==> config.mk <==
export PLATFORM = sky130hd
export DESIGN_NAME = seq_detector
export DESIGN_NICKNAME = d
export VERILOG_FILES = /design/src/rtl/seq_detector.sv
export SDC_FILE = /design/constraint.sdc
export NUM_CORES = 1
export LEC_CHECK = 0
export ABC_AREA = 1
export CAP_MARGIN = 0
export CORE_UTILIZATION = 45
export DETAILED_ROUTE_END_ITERATION = 16
export MAX_ROUTING_LAYER = met4
export PLACE_DENSITY_LB_ADDON = 0.12
export SLEW_MARGIN = 10
export SYNTH_ARGS = -nofsm -noshare
export SYNTH_HDL_FRONTEND = slang
export SYNTH_SLANG_ARGS = --single-unit
==> constraint.sdc <==
create_clock -name clk -period 3 [get_ports clk]
set_input_delay 0.3 -clock clk [delete_from_list [all_inputs] [get_ports clk]]
set_output_delay 0.3 -clock clk [all_outputs]
set_load 0.01 [all_outputs]
==> src/rtl/seq_detector.sv <==
// seq_detector: serial bit-pattern detector (Moore FSM) with a runtime-programmable
// pattern, an overlapping or non-overlapping match mode, and a saturating match counter.
// Optional macro SEQDET_MASK_EN adds a per-bit don't-care mask (cfg_mask).
//
// state | meaning
// ------+------------------------------------------------------------
// FILL  | fewer than PAT_W valid bits collected since reset/load/hit
// HUNT  | history full, comparing each new valid bit
// HIT   | last evaluated bit completed a match; y is high
module seq_detector #(
   parameter int               PAT_W     = 4,
   parameter int               CNT_W     = 8,
   parameter logic [PAT_W-1:0] PAT_RESET = PAT_W'(4'b1011)
) (
   input  logic             clk,
   input  logic             reset_n,
   input  logic             x,
   input  logic             x_valid,
   input  logic             cfg_load,
   input  logic [PAT_W-1:0] cfg_pattern,
`ifdef SEQDET_MASK_EN
   input  logic [PAT_W-1:0] cfg_mask,
`endif
   input  logic             overlap,
   input  logic             cnt_clr,
   output logic             y,
   output logic [CNT_W-1:0] match_count,
   output logic [1:0]       state_o
);

   localparam int FW = $clog2(PAT_W + 1);
   localparam logic [FW-1:0] FULL = FW'(PAT_W);

   typedef enum logic [1:0] {
      ST_FILL = 2'd0,
      ST_HUNT = 2'd1,
      ST_HIT  = 2'd2
   } state_t;

   state_t           state;
   state_t           state_nxt;
   logic [PAT_W-1:0] hist;
   logic [PAT_W-1:0] hist_nxt;
   logic [PAT_W-1:0] pattern;
   logic [PAT_W-1:0] mask;
   logic [FW-1:0]    fill;
   logic [FW-1:0]    fill_inc;
   logic [FW-1:0]    fill_nxt;
   logic             hit;

   // Post-shift history, saturating fill and the match condition for this cycle.
   always_comb begin
      hist_nxt = hist;
      fill_inc = fill;
      if (x_valid) begin
         hist_nxt = {hist[PAT_W-2:0], x};
         if (fill != FULL) fill_inc = fill + 1'b1;
      end
      hit = x_valid && (((hist_nxt ^ pattern) & mask) == '0) && (fill_inc == FULL);
   end

   // Next state; a config load always restarts collection in FILL.
   always_comb begin
      state_nxt = ST_FILL;
      case (state)
         ST_FILL: begin
            if (hit)                   state_nxt = ST_HIT;
            else if (fill_inc == FULL) state_nxt = ST_HUNT;
            else                       state_nxt = ST_FILL;
         end
         ST_HUNT: state_nxt = hit ? ST_HIT : ST_HUNT;
         ST_HIT: begin
            // Back-to-back hits only make sense when bits may be shared.
            if (hit && overlap) state_nxt = ST_HIT;
            else if (overlap)   state_nxt = ST_HUNT;
            else                state_nxt = ST_FILL;
         end
         default: state_nxt = ST_FILL;
      endcase
      if (cfg_load) state_nxt = ST_FILL;
   end

   // Non-overlap mode forgets the matched bits so the next match needs PAT_W fresh ones.
   always_comb begin
      fill_nxt = fill_inc;
      if ((state_nxt == ST_HIT) && !overlap) fill_nxt = '0;
   end

   // State register.
   always_ff @(posedge clk or negedge reset_n) begin
      if (!reset_n) state <= ST_FILL;
      else          state <= state_nxt;
   end

   // History, fill level and pattern; a load discards any bit sampled with it.
   always_ff @(posedge clk or negedge reset_n) begin
      if (!reset_n) begin
         hist    <= '0;
         fill    <= '0;
         pattern <= PAT_RESET;
      end else if (cfg_load) begin
         hist    <= '0;
         fill    <= '0;
         pattern <= cfg_pattern;
      end else begin
         hist <= hist_nxt;
         fill <= fill_nxt;
      end
   end

`ifdef SEQDET_MASK_EN
   // Don't-care mask, all bits significant after reset.
   always_ff @(posedge clk or negedge reset_n) begin
      if (!reset_n)      mask <= '1;
      else if (cfg_load) mask <= cfg_mask;
   end
`else
   assign mask = '1;
`endif

   // Saturating match counter; clear wins over a simultaneous hit.
   always_ff @(posedge clk or negedge reset_n) begin
      if (!reset_n)                                      match_count <= '0;
      else if (cnt_clr)                                  match_count <= '0;
      else if ((state_nxt == ST_HIT) && (match_count != '1)) match_count <= match_count + 1'b1;
   end

   assign y       = (state == ST_HIT);
   assign state_o = state;

endmodule

==> out/qor.txt <==
Net Sw Frac = 26.9%
Worst Reg2Reg Path Length in Cells = 13
CTS root buf = clkbuf_4
routability-driven placement congestion ratio = 0.840
postcts setup bufs = 0
Synth Net Count = 176
Die Height = 54.8 um
NetSw = 142 uW
min-delay worst type = in -> async
f_max = 0.521 GHz
post-synthesis register bit count = 20
Final Util = 59.6%
Post-Synth Simple-Gate Area = 38.1%
crit-path cells = clkdlybuf4s50_1 -> inv_1 -> nand2_1 -> nand2_1 -> nand2_1 -> nand2_1 -> nor2_2 -> nand3_4 -> nor2_8 -> nand2_1 -> nand2_1 -> nor2_1
Crit. End Element = flop
CP max stage delay = 0.74 ns
main combinational cell family by area after synthesis = simple AND/OR/NAND/NOR gates
CTS tree = done
clock-pin slew on the worst setup and hold paths = 0.12 ns
# Max-Cap Violations = 0
hpwl dp = 1.89 mm
# setup viols final = 0
Most common cell on crit path = nand2_1
leakage = 0.000795 uW
initial core utilization = 49.2%
Pint = 387 uW
GR Overflow Total = 0
synth unique cells = 23
clk buf depth = 2
gr usage total = 19.6%
Adder-Cell Fraction of Synth Area = 3.00%
xor/xnor share of the synthesized area = 4.20%
RSZ-0062 raised after global routing = false
Cell Area, Synth = 0.00125 mm^2
diode count = 0
Worst Tran Pin Value = 0.884 ns
largest net degree at the start of global routing = 21
Synth top area share = 34.0%
Design Power = 530 uW
clk sinks = 20
Die W = 54.8 um
setup ws final = 1.08 ns
post_cts resized = 0
final wirelength = 2.46 mm
CTS Buf Count = 3
Ys Warns = 0
top post-synthesis cells by area = dfrtp_1, nand2_1, nand3_1
Startpoint Class = primary input
IO buf count = 21
post-synthesis mux area share = 0.899%
max_slew headroom = 40.9%
Final ANT Viol Nets = 0
Reg power frac = 54.5%
DIE AREA = 0.00300 mm^2
Mapped Cells = 162
Filler cells = 236
P&R area growth vs syn = 21.2%
layout cells sized above 1 = 14.7%
vias in the first global route = 942
Final min period = 1.92 ns
nets@finish = 199
Setup WS pre-CTS = 0.761 ns
routed vias/inst = 5.11
WL per Instance = 11.5 um
final hold vios = 0
complex-gate fraction of the synthesized area = 4.00%
status = finished clean
Hold Buf Count CTS = 0
CP Data Required Time = 3.18 ns
DRC viols = 0
WS Path Type = in -> reg
Setup TNS = 0 ns
initial DRC count = 16
H-tree levels = 1
final worst-path cycle share = 64.0%
initial antenna violation count = 0
Skew-Pair Late Insertion Delay = 0.30 ns
VDD IR max = 0.000265 V
dominant cell type by area after synthesis = dfrtp_1
Avg Cell Area, Syn = 7.73 um^2
Site Rows = 18
pwr/cell area = 349 mW/mm^2
core area = 0.00254 mm^2
sequential share of the synthesized area = 40.3%
clock skew = 0.00161 ns
worst-path maximum fanout = 10
drt pass-1 iters = 4
Ports = 22
global-route wire length before repair = 4.03 mm
clock network power share = 30.3%
Gate power share = 15.2%
Pins Over Slew Limit = 0
total number of vias = 1093
slowest CP cell = clkdlybuf4s50_1
WP data arrival = 2.10 ns
==> path summary, 6_finish.rpt <==
path | start | endpoint | slack [ns]
max | x_valid | fill[2] | 1.08
min | reset_n | fill[2] | 0.49
max reg2reg | fill[0] | fill[2] | 1.19
min reg2reg | pattern[0] | pattern[0] | 0.52
max in group asynchronous | reset_n | match_count[6] | 1.98
min in group clk | cfg_pattern[1] | pattern[1] | 0.51
==> kinds of logic (layout without fill, tap and decap cells) <==
kind of cell / after synthesis / count (layout)
simple gates: 92 / 92
buf+inv: 30 / 52
flops: 20 / 20
compound gates: 10 / 10
xor+xnor: 6 / 6
fa+ha+maj: 3 / 3
mux: 1 / 1
==> cells in the mapped netlist <==
cell,instances
nand2_1,38
nor2_4,1
nand2_2,8
clkbuf_1,2
inv_2,2
dfstp_2,3
nor2_8,1
mux2_2,1
o21ai_0,5
nor2_2,4
nand3_1,21
buf_6,1
dfrtp_1,17
inv_1,24
nand4_2,1
nand3_2,1
nand3_4,1
ha_1,3
a21oi_1,5
xor2_1,6
nand4_1,9
clkinv_1,1
nor2_1,7
==> cells in the final DEF (no fill, tap or decap) <==
cell,netlist,routed
inv_2,2,2
xor2_1,6,6
nand3_2,1,1
nor2_8,1,1
nand3_1,21,21
clkbuf_4,0,3
dfrtp_1,17,17
nand4_1,9,9
clkbuf_8,0,1
nor2_4,1,1
inv_1,24,24
nand4_2,1,1
nand2_2,8,8
nand2_1,38,38
clkinv_1,1,1
nor2_2,4,4
dfstp_2,3,3
o21ai_0,5,5
ha_1,3,3
clkdlybuf4s50_1,0,21
a21oi_1,5,5
nand3_4,1,1
nor2_1,7,7
mux2_2,1,1
==> per-stage QoR <==
step,instance area (um^2),hold slack (ns),std cells
floorplan,1250,0.00441,162
global placement,1480,0.507,210
detailed placement,1480,0.498,210
CTS,1520,0.508,214
global route,1520,0.509,214
finish,1520,0.489,214
==> critical path, delay by kind of cell <==
kind          cells  cell delay, ns
buf+inv           2            0.91
simple gates     10            0.89
==> per-layer routing <==
| layer | GRT usage (%) | vias up | part of all wire (%) |
|---|---|---|---|
| met5 | - | - | 0 |
| met4 | 8.55 | 0 | 0.49 |
| met3 | 2.50 | 2 | 3.5 |
| met2 | 32.3 | 18 | 48 |
| met1 | 23.6 | 509 | 48 |
| li1 | - | 564 | - |
==> sequential cells by signal, indices dropped and copies added, names as in the netlist <==
name         flops
hist             3
match_count      8
pattern          4
state_o          2
fill             3
==> layout make-up <==
cell class | count | area [um^2] | area share [%]
clock buffer | 4 | 36.3 | 2.39
inverter | 27 | 101 | 6.68
multi-input combinational | 112 | 628 | 41.4
sequential | 20 | 504 | 33.2
tap | 30 | 37.5 | 2.47
timing repair buffer | 21 | 210 | 13.8
==> power by group through the flow <==
stage / Sequential (uW) / Combinational (uW) / Clock, uW
6_report: 289 / 80.3 / 161
4_1_cts: 289 / 81.5 / 168
3_5_place_dp: 294 / 81.2 / 0
3_3_place_gp: 293 / 78.9 / 0
2_1_floorplan: 292 / 53.4 / 0
5_1_grt: 291 / 90.8 / 180
Note: power is estimated with default switching activity, not from simulation.
